$ cat src/rtl/opb_sw_reg_bank_ctrl_if.sv
// OPB slave bus and downstream config handshake for opb_sw_reg_bank_ctrl.
// The bus side keeps the IBM big-endian [0:31] numbering; bit 0 is the MSB.
interface opb_sw_reg_bank_ctrl_if;
   logic [0:31]  OPB_ABus;
   logic [0:3]   OPB_BE;
   logic [0:31]  OPB_DBus;
   logic         OPB_RNW;
   logic         OPB_select;
   logic         OPB_seqAddr;
   logic [0:31]  Sl_DBus;
   logic         Sl_xferAck;
   logic         Sl_errAck;
   logic         Sl_retry;
   logic         Sl_toutSup;
   logic [127:0] cfg_data;
   logic         cfg_valid;
   logic         cfg_ready;

   modport master (
      output OPB_ABus, OPB_BE, OPB_DBus, OPB_RNW, OPB_select, OPB_seqAddr, cfg_ready,
      input  Sl_DBus, Sl_xferAck, Sl_errAck, Sl_retry, Sl_toutSup, cfg_data, cfg_valid
   );

   modport slave (
      input  OPB_ABus, OPB_BE, OPB_DBus, OPB_RNW, OPB_select, OPB_seqAddr, cfg_ready,
      output Sl_DBus, Sl_xferAck, Sl_errAck, Sl_retry, Sl_toutSup, cfg_data, cfg_valid
   );
endinterface

$ cat src/rtl/opb_sw_reg_bank_ctrl.sv
// OPB slave holding four shadow config words plus a CTRL register. A commit
// copies all shadow words into the active config at once and offers it
// downstream through a valid/ready handshake.
module opb_sw_reg_bank_ctrl #(
   parameter logic [31:0] C_BASEADDR = 32'h01000400,
   parameter logic [31:0] C_HIGHADDR = 32'h010004FF
) (
   input  logic                  OPB_Clk,
   input  logic                  OPB_Rst,
   opb_sw_reg_bank_ctrl_if.slave bus
);
   typedef enum logic [1:0] {S_IDLE, S_ACK, S_TURN} state_t;

   localparam logic [5:0] CTRL_WORD = 6'd4;

   state_t       state_q;
   logic [5:0]   word_q;
   logic [31:0]  wdata_q;
   logic [0:3]   be_q;
   logic         rnw_q;
   logic [31:0]  rdata_q;
   logic [31:0]  shadow_q [4];
   logic [127:0] active_q;
   logic         cfg_valid_q;
   logic [7:0]   count_q;

   logic [31:0]  abus;
   logic [31:0]  addr_off;
   logic [5:0]   word;
   logic         hit;
   logic [31:0]  rdata_d;
   logic [31:0]  wmerge_d;
   logic         in_ack;
   logic         commit_req;
   logic         handshake;
   logic         commit_ok;
   logic         cfg_valid_d;
   logic [7:0]   count_d;
   logic [127:0] active_d;
   logic         unused_sink;

   // Numeric value is unchanged by the [0:31] -> [31:0] copy; ABus[24:29] is addr_off[7:2].
   assign abus     = bus.OPB_ABus;
   assign addr_off = abus - C_BASEADDR;
   assign word     = addr_off[7:2];
   assign hit      = bus.OPB_select && (abus >= C_BASEADDR) && (abus <= C_HIGHADDR);
   assign in_ack   = (state_q == S_ACK);

   assign unused_sink = ^{bus.OPB_seqAddr, addr_off[31:8], addr_off[1:0]};

   // Read mux for the address presented in the hit cycle; unmapped words read 0.
   always_comb begin
      rdata_d = '0;
      if (word < 6'd4) begin
         rdata_d = shadow_q[word[1:0]];
      end else if (word == CTRL_WORD) begin
         rdata_d[0]    = cfg_valid_q;   // DBus[31]: pending
         rdata_d[15:8] = count_q;       // DBus[16:23]: commit count
      end
   end

   // Byte-lane merge of captured write data; BE[b] covers DBus[8b:8b+7].
   always_comb begin
      wmerge_d = shadow_q[word_q[1:0]];
      for (int unsigned b = 0; b < 4; b++) begin
         if (be_q[b]) begin
            wmerge_d[8*(3-b) +: 8] = wdata_q[8*(3-b) +: 8];
         end
      end
   end

   // Commit arbitration; a handshake completing in the commit cycle frees the slot.
   always_comb begin
      commit_req  = in_ack && !rnw_q && (word_q == CTRL_WORD) && be_q[3] && wdata_q[0];
      handshake   = cfg_valid_q && bus.cfg_ready;
      commit_ok   = commit_req && (!cfg_valid_q || handshake);
      cfg_valid_d = cfg_valid_q;
      if (handshake) begin
         cfg_valid_d = 1'b0;
      end
      if (commit_ok) begin
         cfg_valid_d = 1'b1;
      end
      active_d = commit_ok ? {shadow_q[3], shadow_q[2], shadow_q[1], shadow_q[0]} : active_q;
      count_d  = commit_ok ? count_q + 8'd1 : count_q;
   end

   // Slave FSM: capture the transfer on a hit, then ACK and one turnaround cycle.
   always_ff @(posedge OPB_Clk) begin
      if (OPB_Rst) begin
         state_q <= S_IDLE;
         word_q  <= '0;
         wdata_q <= '0;
         be_q    <= '0;
         rnw_q   <= 1'b0;
         rdata_q <= '0;
      end else begin
         unique case (state_q)
            S_IDLE: begin
               if (hit) begin
                  state_q <= S_ACK;
                  word_q  <= word;
                  wdata_q <= bus.OPB_DBus;
                  be_q    <= bus.OPB_BE;
                  rnw_q   <= bus.OPB_RNW;
                  rdata_q <= rdata_d;
               end
            end
            S_ACK:   state_q <= S_TURN;
            S_TURN:  state_q <= S_IDLE;
            default: state_q <= S_IDLE;
         endcase
      end
   end

   // Register bank: shadow writes and commits both land on the edge closing ACK.
   always_ff @(posedge OPB_Clk) begin
      if (OPB_Rst) begin
         for (int unsigned i = 0; i < 4; i++) begin
            shadow_q[i] <= '0;
         end
         active_q    <= '0;
         cfg_valid_q <= 1'b0;
         count_q     <= '0;
      end else begin
         if (in_ack && !rnw_q && (word_q < 6'd4)) begin
            shadow_q[word_q[1:0]] <= wmerge_d;
         end
         active_q    <= active_d;
         cfg_valid_q <= cfg_valid_d;
         count_q     <= count_d;
      end
   end

   // Reset in the ACK cycle suppresses the acknowledge and read data immediately.
   assign bus.Sl_xferAck = in_ack && !OPB_Rst;
   assign bus.Sl_errAck  = commit_req && !commit_ok && !OPB_Rst;
   assign bus.Sl_DBus    = (in_ack && rnw_q && !OPB_Rst) ? rdata_q : '0;
   assign bus.Sl_retry   = 1'b0;
   assign bus.Sl_toutSup = 1'b0;
   assign bus.cfg_data   = active_q;
   assign bus.cfg_valid  = cfg_valid_q;
endmodule

$ cat src/flat_wrapper.sv
// flat-port wrapper written by rule: the top's interface ports become plain ports
module opb_sw_reg_bank_ctrl_flat 
#(
   parameter logic [31:0] C_BASEADDR = 32'h01000400,
   parameter logic [31:0] C_HIGHADDR = 32'h010004FF
)
  (OPB_Clk, OPB_Rst, bus_OPB_ABus, bus_OPB_BE, bus_OPB_DBus, bus_OPB_RNW, bus_OPB_select, bus_OPB_seqAddr, bus_cfg_ready, bus_Sl_DBus, bus_Sl_xferAck, bus_Sl_errAck, bus_Sl_retry, bus_Sl_toutSup, bus_cfg_data, bus_cfg_valid);
  opb_sw_reg_bank_ctrl_if bus_i ();
  input  logic OPB_Clk;
  input  logic OPB_Rst;
  input wire logic [$bits(bus_i.OPB_ABus)-1:0] bus_OPB_ABus;
  input wire logic [$bits(bus_i.OPB_BE)-1:0] bus_OPB_BE;
  input wire logic [$bits(bus_i.OPB_DBus)-1:0] bus_OPB_DBus;
  input wire logic [$bits(bus_i.OPB_RNW)-1:0] bus_OPB_RNW;
  input wire logic [$bits(bus_i.OPB_select)-1:0] bus_OPB_select;
  input wire logic [$bits(bus_i.OPB_seqAddr)-1:0] bus_OPB_seqAddr;
  input wire logic [$bits(bus_i.cfg_ready)-1:0] bus_cfg_ready;
  output wire logic [$bits(bus_i.Sl_DBus)-1:0] bus_Sl_DBus;
  output wire logic [$bits(bus_i.Sl_xferAck)-1:0] bus_Sl_xferAck;
  output wire logic [$bits(bus_i.Sl_errAck)-1:0] bus_Sl_errAck;
  output wire logic [$bits(bus_i.Sl_retry)-1:0] bus_Sl_retry;
  output wire logic [$bits(bus_i.Sl_toutSup)-1:0] bus_Sl_toutSup;
  output wire logic [$bits(bus_i.cfg_data)-1:0] bus_cfg_data;
  output wire logic [$bits(bus_i.cfg_valid)-1:0] bus_cfg_valid;
  assign bus_i.OPB_ABus = bus_OPB_ABus;
  assign bus_i.OPB_BE = bus_OPB_BE;
  assign bus_i.OPB_DBus = bus_OPB_DBus;
  assign bus_i.OPB_RNW = bus_OPB_RNW;
  assign bus_i.OPB_select = bus_OPB_select;
  assign bus_i.OPB_seqAddr = bus_OPB_seqAddr;
  assign bus_i.cfg_ready = bus_cfg_ready;
  assign bus_Sl_DBus = bus_i.Sl_DBus;
  assign bus_Sl_xferAck = bus_i.Sl_xferAck;
  assign bus_Sl_errAck = bus_i.Sl_errAck;
  assign bus_Sl_retry = bus_i.Sl_retry;
  assign bus_Sl_toutSup = bus_i.Sl_toutSup;
  assign bus_cfg_data = bus_i.cfg_data;
  assign bus_cfg_valid = bus_i.cfg_valid;
  opb_sw_reg_bank_ctrl #(.C_BASEADDR(C_BASEADDR), .C_HIGHADDR(C_HIGHADDR)) u_core (.OPB_Clk(OPB_Clk), .OPB_Rst(OPB_Rst), .bus(bus_i));
endmodule
$ cat config.mk
export PLATFORM = sky130hd
export DESIGN_NAME = opb_sw_reg_bank_ctrl_flat
export DESIGN_NICKNAME = d
export VERILOG_FILES = /design/src/rtl/opb_sw_reg_bank_ctrl_if.sv /design/src/rtl/opb_sw_reg_bank_ctrl.sv /design/src/flat_wrapper.sv
export SDC_FILE = /design/constraint.sdc
export NUM_CORES = 1
export LEC_CHECK = 0
export CAP_MARGIN = 20
export CORE_MARGIN = 1
export CORE_UTILIZATION = 50
export CTS_CLUSTER_DIAMETER = 200
export DETAILED_ROUTE_END_ITERATION = 10
export GPL_TIMING_DRIVEN = 0
export PLACE_DENSITY = 0.83
export SLEW_MARGIN = 30
export SYNTH_ARGS = -nofsm -noshare
export SYNTH_HDL_FRONTEND = slang
export SYNTH_SLANG_ARGS = --single-unit
$ cat constraint.sdc
create_clock -name OPB_Clk -period 2.9 [get_ports OPB_Clk]
set_clock_uncertainty 0.05 [all_clocks]
set_input_delay 0.29 -clock OPB_Clk [delete_from_list [all_inputs] [get_ports OPB_Clk]]
set_output_delay 0.29 -clock OPB_Clk [all_outputs]
set_load 0.01 [all_outputs]
==> impl_metrics.csv, run 1 <==
group,metric,value,unit
critical_path,path_class,"reg -> out",
final_layout,nNetsFinal,1744,
final_layout,drive_above_1_share,7.44,%
global_routing,antenna_found_initial,1,
power_and_ir_drop,p_leak,5.99,nW
hold_path,min_path_type,"in -> reg",
clocking,cts_buffer_depth,3,
run_status,violations,"setup timing",
detailed_routing,vias,13100,
clocking,h-tree-depth,2,
critical_path,cp_max_fo,19,
timing,setup_slack,-72.1,ps
floorplan,start_util,51.0,%
detailed_routing,drt_wl_total,50.6,mm
timing,rsz0062_at_grt,"true",
timing,setup_viol,1,
critical_path,critical_path.startpoint_type,"register",
yosys,yosysSeqAreaShare,57.2,%
yosys,syn_inst,1401,
yosys,synth-seq-cells,342,
floorplan,die_w,171,um
critical_path,worst_ep_required_time,2560,ps
global_routing,grt.total_usage,34.1,%
flow_run,max_cap_violations,0,
global_routing,grt_start_max_net_pins,20,
detailed_routing,drtIter0Drc,1797,
detailed_routing,wire_per_inst,24.4,um
yosys,syn_area,0.0142,sq mm
run_status,outcome,"finished, violations left",
clocking,cts_tree,"built",
timing,min_period_over_period,102,%
final_layout,area_delta_synth_final,28.0,%
yosys,syn_avg_cell_area,10.1,sq um
final_layout,stdcell_area,0.0182,sq mm
placement,dpl_cell_area,0.0170,sq mm
clocking,cts_inserted_buffers,35,
power_and_ir_drop,finalPower,0.00981,W
power_and_ir_drop,power_density,539,mW/mm^2
floorplan,dieArea,0.0291,sq mm
detailed_routing,via_per_inst,6.34,
floorplan,ios,239,
detailed_routing,drc,0,
floorplan,core_area,0.0279,sq mm
global_routing,overflow,0,
final_layout,layout_common_cells,"clkdlybuf4s50_1, dfxtp_1, a21oi_1, o21ai_0, nand3_1",
clocking,clock_latency,520,ps
timing,drv_slew,0,
floorplan,die_h,171,um
timing,period_minus_slack,2970,ps
timing,finalHoldViolCount,0,
timing,worstMarginPinSlew,906,ps
clocking,numClockSinks,342,
placement,port-buffer-count,231,
timing,whs,290,ps
floorplan,row_count,61,
detailed_routing,ant_nets,0,
placement,place.gp.congestion,0.962,
yosys,ys.warnings.count,0,
detailed_routing,drtPass1Iterations,7,
global_routing,grt_pass1_wl,73.0,mm
placement,pre_cts_slack,-1000,ps
clocking,root_buffer,"clkbuf_16",
timing,slew-limit-headroom,39.1,%
final_layout,antenna_cells,0,
placement,dp_hpwl,36.9,mm
critical_path,critPathArrivalTime,2630,ps
timing,timing.fmax,0.336,GHz
yosys,yosysUniqueCellTypes,37,
final_layout,final_common_cell,"clkdlybuf4s50_1",
global_routing,grt_pass1_vias,12400,
final_layout,post-route-util,65.3,%
critical_path,crit_path_end_kind,"output port",
clocking,clk_pin_slew,60,ps
power_and_ir_drop,peakVddDrop,366,uV
==> registers in the layout (all words and copies together), names as in the netlist <==
| register | flops |
|---|---|
| u_core.shadow_q | 128 |
| u_core.rnw_q | 1 |
| u_core.count_q | 8 |
| u_core.wdata_q | 32 |
| u_core.rdata_q | 32 |
| u_core.be_q | 4 |
| u_core.bus.cfg_valid | 1 |
| u_core.word_q | 6 |
| u_core.state_q | 2 |
| bus_cfg_data | 128 |
==> critical path: stages (launching register included) <==
cell and delay, ps:
dfxtp_1 320, or4_4 610, or4_4 510, buf_8 170, buf_8 160, nor3_4 160, buf_2 170
==> where the power goes <==
| part | total, W | switching (W) | internal (W) |
|---|---|---|---|
| Combinational | 0.000377 | 0.000204 | 0.000173 |
| Clock | 0.00432 | 0.00185 | 0.00247 |
| Sequential | 0.00511 | 0.0000598 | 0.00505 |
| Total | 0.00981 | 0.00211 | 0.00770 |
==> per-stage QoR <==
step                      cells  TNS, ps
after global placement     2011   -86650
after global routing       2072    -95.9
after floorplan            1402        0
final                      2072    -72.1
after detailed placement   2011   -78060
after CTS                  2072    -63.1
==> per-layer routing <==
metal,GRT usage (%),vias to the layer above,share of wire [%]
met5,0,-,0.016
met4,18.2,2,5.6
met3,8.42,198,13
met2,53.6,1008,45
met1,43.6,6244,36
li1,-,5676,-
==> Yosys cell counts <==
library cell    n  area, sq um
a211oi_1        9         67.6
nand4_1        25          156
buf_1           7         26.3
inv_1           1         3.75
nor4bb_1        1         10.0
a22oi_1         9         67.6
o31ai_1         5         37.5
nand2_1        10         37.5
nor4b_1         1         8.76
edfxtp_1      128         3840
o21ai_0       197          986
ha_1            1         12.5
and4_1          1         8.76
a21oi_1       214         1070
and2_1        129          807
or2_2          10         62.6
buf_2           1         5.00
nor4_1          9         56.3
buf_6           3         33.8
nor3_1          3         15.0
and3_1         46          288
nor2b_1         4         25.0
nor2_1          7         26.3
buf_4           2         15.0
or4_4           2         22.5
nand3_1       179          896
nand4b_1        2         17.5
or4_1           5         37.5
mux4_2         32          721
nand2b_1        2         12.5
conb_1          1         3.75
or3_1           2         12.5
clkbuf_1      136          510
a21boi_0        1         7.51
mux2_2          1         11.3
dfxtp_1       214         4280
nor3b_1         1         7.51
==> cell type report <==
| cell class | instances | area, sq um |
|---|---|---|
| multi-input cells | 910 | 5580 |
| well taps | 378 | 473 |
| flip-flops and latches | 342 | 8130 |
| clock inverters | 6 | 33.8 |
| clock buffers | 56 | 1050 |
| fillers | 2174 | 9670 |
| plain buffers | 147 | 612 |
| repair buffers | 232 | 2310 |
| inverters | 1 | 3.75 |
==> path summary, 6_finish.rpt <==
path                    startpoint                end  slack, ps  depth (start not counted)
setup / recovery  u_core.word_q[3]      bus_Sl_errAck        -70                          6
hold / removal     bus_OPB_DBus[8]  u_core.wdata_q[8]        290                          3
setup reg to reg  u_core.word_q[3]  bus_cfg_data[102]         60                          6
hold reg to reg   bus_cfg_data[84]   bus_cfg_data[84]        430                          2
==> kinds of logic after synthesis <==
logic type / share of synthesized area [%]
adder cells (fa/ha/maj): 0.0880
other: 0.0264
AND/OR/NAND/NOR: 17.6
AO/OA/AOI/OAI: 15.7
multiplexers: 5.15
flip-flops: 57.2
buffers and inverters: 4.18
==> repair_timing <==
action                                  CTS  global route
buffers inserted                          0             1
hold buffers                              0             0
endpoints found under the setup margin  185           114
cloned                                    0             0
pin swaps                                 2             3
gates resized for setup                  22            13
Note: power is estimated with default switching activity, not from simulation.
==> run 2, diff against run 1 <==
--- a/config.mk
+++ b/config.mk
@@ -12,7 +12,7 @@
 export DETAILED_ROUTE_END_ITERATION = 10
 export GPL_TIMING_DRIVEN = 0
 export PLACE_DENSITY = 0.83
-export SLEW_MARGIN = 30
+export SLEW_MARGIN = 20
 export SYNTH_ARGS = -nofsm -noshare
 export SYNTH_HDL_FRONTEND = slang
 export SYNTH_SLANG_ARGS = --single-unit
==> run 2 against run 1 <==
Net effect:
- the flow now finishes without violations
- non-clock buffer count unchanged
- wire length decreased by 0.18%
- clock power hardly changed
- register-to-register slack about the same
- largest cell class unchanged
- highest routed layer is now met4
==> impl_metrics.csv, run 2 (synthesized netlist as in run 1, its figures left out) <==
group,metric,value,unit
run_status,outcome,"complete, no violations",
hold_path,min_path_cells,3,
critical_path,crit_slowest_cell,"or4_4",
clocking,clk_pin_slew,60,ps
hold_path,min_path_type,"in -> reg",
detailed_routing,wire_per_inst,24.4,um
timing,drv_slew,0,
floorplan,core_area,0.0279,sq mm
final_layout,drive_above_1_share,7.32,%
power_and_ir_drop,clkPwrFrac,44.2,%
timing,timing.fmax,0.352,GHz
final_layout,final_common_cell,"clkdlybuf4s50_1",
detailed_routing,ant_nets,0,
placement,port-buffer-count,231,
timing,setup_slack,58.3,ps
placement,dp_hpwl,36.9,mm
global_routing,grt_pass1_wl,73.3,mm
global_routing,antenna_found_initial,0,
critical_path,critical_path.startpoint_type,"register",
global_routing,grt_pass1_vias,12300,
detailed_routing,via_per_inst,6.38,
critical_path,worst-path-stages,6,
timing,setup_viol,0,
critical_path,worstPathCellList,"or4_4, nor4_4, clkbuf_2, clkbuf_1, nand3_1, a21oi_1",
clocking,cts_tree,"built",
power_and_ir_drop,p_int,0.00773,W
detailed_routing,drc,0,
timing,min_period_over_period,98.0,%
power_and_ir_drop,p_leak,6.00,nW
critical_path,critPathArrivalTime,3220,ps
timing,rsz0062_at_grt,"false",
final_layout,antenna_cells,0,
floorplan,row_count,61,
timing,whs,298,ps
timing,worstMarginPinSlew,1080,ps
global_routing,overflow,0,
detailed_routing,drtPass1Iterations,6,
power_and_ir_drop,seqPwrFrac,51.9,%
clocking,h-tree-depth,2,
floorplan,dieArea,0.0291,sq mm
power_and_ir_drop,p_sw_share,21.4,%
timing,period_minus_slack,2840,ps
critical_path,worst_ep_required_time,3280,ps
detailed_routing,vias,13200,
global_routing,grt_start_max_net_pins,20,
flow_run,max_cap_violations,0,
critical_path,cp_max_fo,10,
clocking,cts_inserted_buffers,35,
final_layout,fill_cells,2137,
critical_path,max_stage_delay,600,ps
final_layout,area_delta_synth_final,28.1,%
power_and_ir_drop,power_frac_comb,3.8,%
floorplan,ios,239,
critical_path,r2r_cells,6,
floorplan,start_util,51.0,%
critical_path,path_class,"reg -> reg",
clocking,root_buffer,"clkbuf_16",
critical_path,cpLargestDelayFamily,"simple AND/OR/NAND/NOR gates",
final_layout,nNetsFinal,1744,
timing,tns,0,ps
timing,slew-limit-headroom,27.7,%
clocking,clock_latency,530,ps
global_routing,grt.total_usage,34.2,%
critical_path,path_buf_inv,2,
power_and_ir_drop,power_density,540,mW/mm^2
detailed_routing,drt_wl_total,50.5,mm
power_and_ir_drop,peakVddDrop,364,uV
placement,pre_cts_slack,-1090,ps
clocking,numClockSinks,342,
detailed_routing,drtIter0Drc,2243,
floorplan,die_h,171,um
critical_path,crit_path_end_kind,"register",
clocking,cts_buffer_depth,3,
final_layout,layout_common_cells,"clkdlybuf4s50_1, dfxtp_1, a21oi_1, o21ai_0, nand3_1",
placement,place.gp.congestion,0.962,
timing,finalHoldViolCount,0,
power_and_ir_drop,p_switching,0.00211,W
floorplan,die_w,171,um
==> run 2: changes by cell type in the layout (fill, tap and decap cells not counted), sizes merged <==
cell	delta
clkbuf	-1
inv	-1
buf	+3
==> run 2: per-layer routing <==
layer	global-route usage (%)	wire (um)	up-vias
li1	-	-	5662
met1	43.5	18200	6259
met2	54.4	23100	1093
met3	8.26	6530	211
met4	17.5	2720	0
met5	0	0	-
==> run 2: tightest hold or removal path, stage by stage <==
cell	delay, ps
clkdlybuf4s50_1	410
nand3_1	70
a21oi_1	50
==> run 2: metrics by stage <==
step	total power [W]	instance area, sq um	std cells	util [%]
3_5_place_dp	0.00557	17000	2011	61.1
6_report	0.00984	18200	2073	65.4
2_1_floorplan	0.00536	14200	1402	-
5_1_grt	0.0100	18200	2073	65.4
3_3_place_gp	0.00556	17000	2011	61.0
4_1_cts	0.00978	18200	2073	65.3
==> run 2: final cells by class <==
cell class / instances / area [sq um] / area share, %
well taps: 378 / 473 / 2.60
repair buffers: 234 / 2330 / 12.8
clock inverters: 5 / 27.5 / 0.151
clock buffers: 58 / 1060 / 5.85
multi-input cells: 910 / 5590 / 30.7
flip-flops and latches: 342 / 8130 / 44.6
inverters: 1 / 3.75 / 0.0206
plain buffers: 145 / 593 / 3.26
==> run 2: path summary, 6_finish.rpt <==
check | startpoint | end | slack [ps]
setup reg to reg | u_core.word_q[5] | bus_cfg_data[72] | 60
setup / recovery | u_core.word_q[5] | bus_cfg_data[72] | 60
hold / removal | bus_OPB_RNW | u_core.rnw_q | 300
hold reg to reg | u_core.rdata_q[18] | u_core.rdata_q[18] | 430
==> run 2: power by group through the flow <==
stage,Clock (W),Sequential [W],Combinational (W)
floorplan,0,0.00518,0.000181
global placement,0,0.00520,0.000357
detailed placement,0,0.00521,0.000363
finish,0.00435,0.00511,0.000377
global route,0.00450,0.00511,0.000388
CTS,0.00431,0.00510,0.000366
==> run 2: what timing repair did <==
action,4_1_cts,5_1_grt
hold buffers,0,0
pin swaps,2,4
endpoints found under the setup margin,315,122
setup buffers,0,3
resized for setup,28,11
gates cloned,0,0
==> variant 1 (config.mk and constraints of run 2) <==
The 3 states of `state_t` get a one-hot encoding in 3 bits.
--- a/src/rtl/opb_sw_reg_bank_ctrl.sv
+++ b/src/rtl/opb_sw_reg_bank_ctrl.sv
@@ -10,5 +10,5 @@
    opb_sw_reg_bank_ctrl_if.slave bus
 );
-   typedef enum logic [1:0] {S_IDLE, S_ACK, S_TURN} state_t;
+   typedef enum logic [2:0] {S_IDLE = 3'b001, S_ACK = 3'b010, S_TURN = 3'b100} state_t;
 
    localparam logic [5:0] CTRL_WORD = 6'd4;
Behaviour: same outputs for any inputs over 4 cycles, from zero or initial values and one cycle with OPB_Rst high; so few cycles prove little.
==> variant 1 against run 2 <==
The run now ends with negative setup slack left. Routed wire length decreased by 9.4%. Synthesized area is 3.9% lower. Via count fell by 6.9%. First-iteration DRC count is 16% lower. Setup slack got worse by 92 ps. Critical path depth is 2 lower. Register-to-register slack worse by 40 ps. Design area decreased by 3.7%. Sequential cell count is 1 higher. Global-route usage fell by 1.9 points. Die area down 3.8%. Total power up 0.51%.
==> variant 1: results (changes against run 2) <==
outcome finished, violations left; failing checks negative setup slack; post-synthesis xor/xnor area fraction 0.0641% (+0.064 points); Cells on Worst Hold Path 2 (-1); Arrival @ worst endpoint 2590 ps (-630 ps); antenna cells 2 (+2); setup TNS -34.0 ps (-34.0 ps); Final HPWL DP 32.4 mm (-12%); clock-cell share of area 6.15% (+0.15 points); TritonCTS Buffers 36 (+2.9%); leakage 5.68 nW (-5.3%); initial antenna violation count 1 (+1); Final Net Count 1,739 (-0.29%); Worst Setup SP u_core.rnw_q; Clk. pwr 0.00434 W (about the same); sequential share of cell area 46.5% (+1.8 points); mux cell area share after synthesis 5.27% (+0.13 points); Distinct cells, synth 39 (+5.4%); first-pass GRT wire length 68.4 mm (-6.7%); Final setup viols 1 (+1); Global Route Usage Sum 32.4% (-1.9 points); Non-Clock Buffer Area Fraction 16.1% (+0.092 points); Hold Path End u_core.state_q[1]; largest net degree at the start of global routing 15 (-25%); commonest cells in the netlist nand2_1 (293), a21oi_1 (215), dfxtp_1 (215); vias in the first global route 12,100 (-2.1%); fraction of area in multi-input gates 28.8% (-1.9 points); reg-to-reg slack, setup 20 ps (-40 ps); Fillers 2,113 (-1.1%); worst-margin pin slew 957 ps (-128 ps); wire per inst 22.5 µm (-7.6%); vias per inst 6.05 (-5.1%); crit path capture bus_Sl_errAck; clock buffers 55 (-5.2%); setup ws final -34.0 ps (-92.3 ps); IO buf count 230 (-0.43%); crit path max fanout 8 (-2)
-- variant 1: cell types whose count changed in the layout (fill, tap and decap cells not counted), sizes merged, moves of 5 or more --
cell    delta
a21o      +12
and2      -95
and3      -12
buf       +18
clkbuf    -45
nand2    +284
nand3    -133
nor2      +98
o21ai    -126
or2       -10
or4        -5
-- variant 1: per-stage QoR --
stage / total power (W) / util [%] / setup WS [ps] / cells / hold WS (ps)
3_5_place_dp: 0.00563 / 61.0 / -240 / 1965 / 392
3_3_place_gp: 0.00562 / 61.0 / -190 / 1965 / 388
4_1_cts: 0.00983 / 65.2 / 76.2 / 2032 / 197
2_1_floorplan: 0.00540 / - / 706 / 1394 / 388
6_report: 0.00989 / 65.2 / -34.0 / 2033 / 199
5_1_grt: 0.0101 / 65.2 / -25.9 / 2032 / 275
-- variant 1: cell families (layout without fill, tap and decap cells) --
logic type | Yosys count | count (layout)
AND/OR/NAND/NOR | 573 | 573
flip-flops | 343 | 343
AO/OA/AOI/OAI | 318 | 318
buffers and inverters | 124 | 420
multiplexers | 32 | 32
adder cells (fa/ha/maj) | 1 | 1
other | 1 | 4
XOR/XNOR | 1 | 1
-- variant 1: metal layers --
metal	wire length, µm	global-route usage [%]	up-vias	share of wire, %
met1	16500	41.7	5777	36
met4	2490	16.9	0	5.4
met2	21100	52.0	932	46
met3	5700	6.26	175	12
met5	0	0.696	-	0
li1	-	-	5423	-
-- variant 1: worst max-delay path, cell delays in order (launching register included) --
cell and delay [ps]:
dfxtp_1 430, nor4_1 510, nand3_1 230, nor3_2 310, clkdlybuf4s50_1 600
-- variant 1: what timing repair did --
| item | in CTS | in global routing |
|---|---|---|
| pin swaps | 1 | 0 |
| cloned | 0 | 0 |
| gates resized for setup | 3 | 11 |
| setup buffers | 3 | 0 |
| setup endpoints to repair | 54 | 78 |
==> variant 2 (settings of run 2) <==
Made on the original files. Register the output `bus.Sl_errAck`, without a reset; this adds one clock of latency there.
--- a/src/rtl/opb_sw_reg_bank_ctrl.sv
+++ b/src/rtl/opb_sw_reg_bank_ctrl.sv
@@ -135,5 +135,7 @@
    // Reset in the ACK cycle suppresses the acknowledge and read data immediately.
    assign bus.Sl_xferAck = in_ack && !OPB_Rst;
-   assign bus.Sl_errAck  = commit_req && !commit_ok && !OPB_Rst;
+   always_ff @(posedge OPB_Clk) begin
+      bus.Sl_errAck <= commit_req && !commit_ok && !OPB_Rst;
+   end
    assign bus.Sl_DBus    = (in_ack && rnw_q && !OPB_Rst) ? rdata_q : '0;
    assign bus.Sl_retry   = 1'b0;
Check against the original RTL: not equivalent (a bounded check fails within 10 cycles, from zero or initial values and one cycle with OPB_Rst high).
==> variant 2 against run 2 <==
Design area up 0.49%. Synthesized area up 0.14%. Setup slack worse by 26 ps. Total power up 3.8%. Non-clock buffer count unchanged. Critical path depth down 1. Sequential cell count up 1. Routed wire length up 0.36%. Sequential share of layout area down 0.12 points. Critical path type is now reg2out.
==> variant 2: results (changes against run 2) <==
first-pass GRT wire length 74.8 mm (+2.0%); outcome completed; Synth area leaders dfxtp_1 (30%), edfxtp_1 (27%), a21oi_1 (7.5%), o21ai_0 (6.9%), nand3_1 (6.3%); Placed Instances 2,012 (+0.050%); TritonCTS Buffers 35 (unchanged); postcts setup bufs 1 (+1); met2 Track Usage GR 55.0% (+0.59 points); vias per inst 6.40 (+0.34%); DRT Pass-1 Iters 9 (+3); Hold Path End u_core.wdata_q[26]; gpl congestion 0.972 (+1.0%); crit path capture bus_Sl_DBus[15]; Mapped Avg Cell Area 10.2 µm² (about the same); worst-margin pin slew 1020 ps (-61.6 ps); hold path startpoint bus_OPB_DBus[26]; register area share after synthesis 57.2% (+0.060 points); Worst VDD drop 0.000420 V (+16%); Adder-Cell Fraction of Synth Area 0.0879% (-0.00012 points); Global Route Usage Sum 34.8% (+0.52 points); reg-to-reg slack, setup 40 ps (-20 ps); f_max 349 MHz (-0.91%); Initial DRC Count 1,941 (-13%); M3 GR Usage 8.79% (+0.53 points); DRT met1 WL 18.1 mm (-0.72%); Final Net Count 1,745 (+0.057%); mux cell area share after synthesis 5.14% (-0.0072 points); peak per-stage delay on the critical path 570 ps (-30 ps); dpl cell area 17,000 µm² (+0.12%); Crit-path slowest cell clkdlybuf4s50_1; CTS resizes 20 (-29%); Final HPWL DP 36.8 mm (-0.32%); final wirelength 50.7 mm (+0.36%); Fin Hold WS 292 ps (-6.20 ps); R2R Path End bus_cfg_data[42]; grt met1 use 43.8% (+0.27 points)
## variant 2: cell types whose count changed in the layout (fill, tap and decap cells not counted), moves of 2 or more
cell | run 2 | this run
clkbuf_1 | 137 | 133
buf_4 | 6 | 3
bufinv_16 | 0 | 3
buf_6 | 1 | 3
clkbuf_16 | 37 | 39
clkbuf_2 | 10 | 12
clkbuf_8 | 6 | 4
dfxtp_1 | 213 | 215
## variant 2: power breakdown
part	total [W]	switching (W)	internal [W]	leakage, nW
registers	0.00512	0.0000590	0.00506	2.99
logic	0.000373	0.000200	0.000173	2.47
clock network	0.00472	0.00189	0.00282	0.581
## variant 2: final cells by class
type                       count  area [µm²]
fill                        2157        9560
sequential                   343        8150
multi-input combinational    910        5570
timing repair buffer         232        2320
clock buffer                  55        1080
buffer                       147         602
tap                          378         473
clock inverter                 8         114
inverter                       1        3.75
## variant 2: critical path, delay by kind of cell (launching register included)
family	cells	cell delay [ps]
and+or+nand+nor	3	850
DFF	1	310
buffers and inverters	2	860
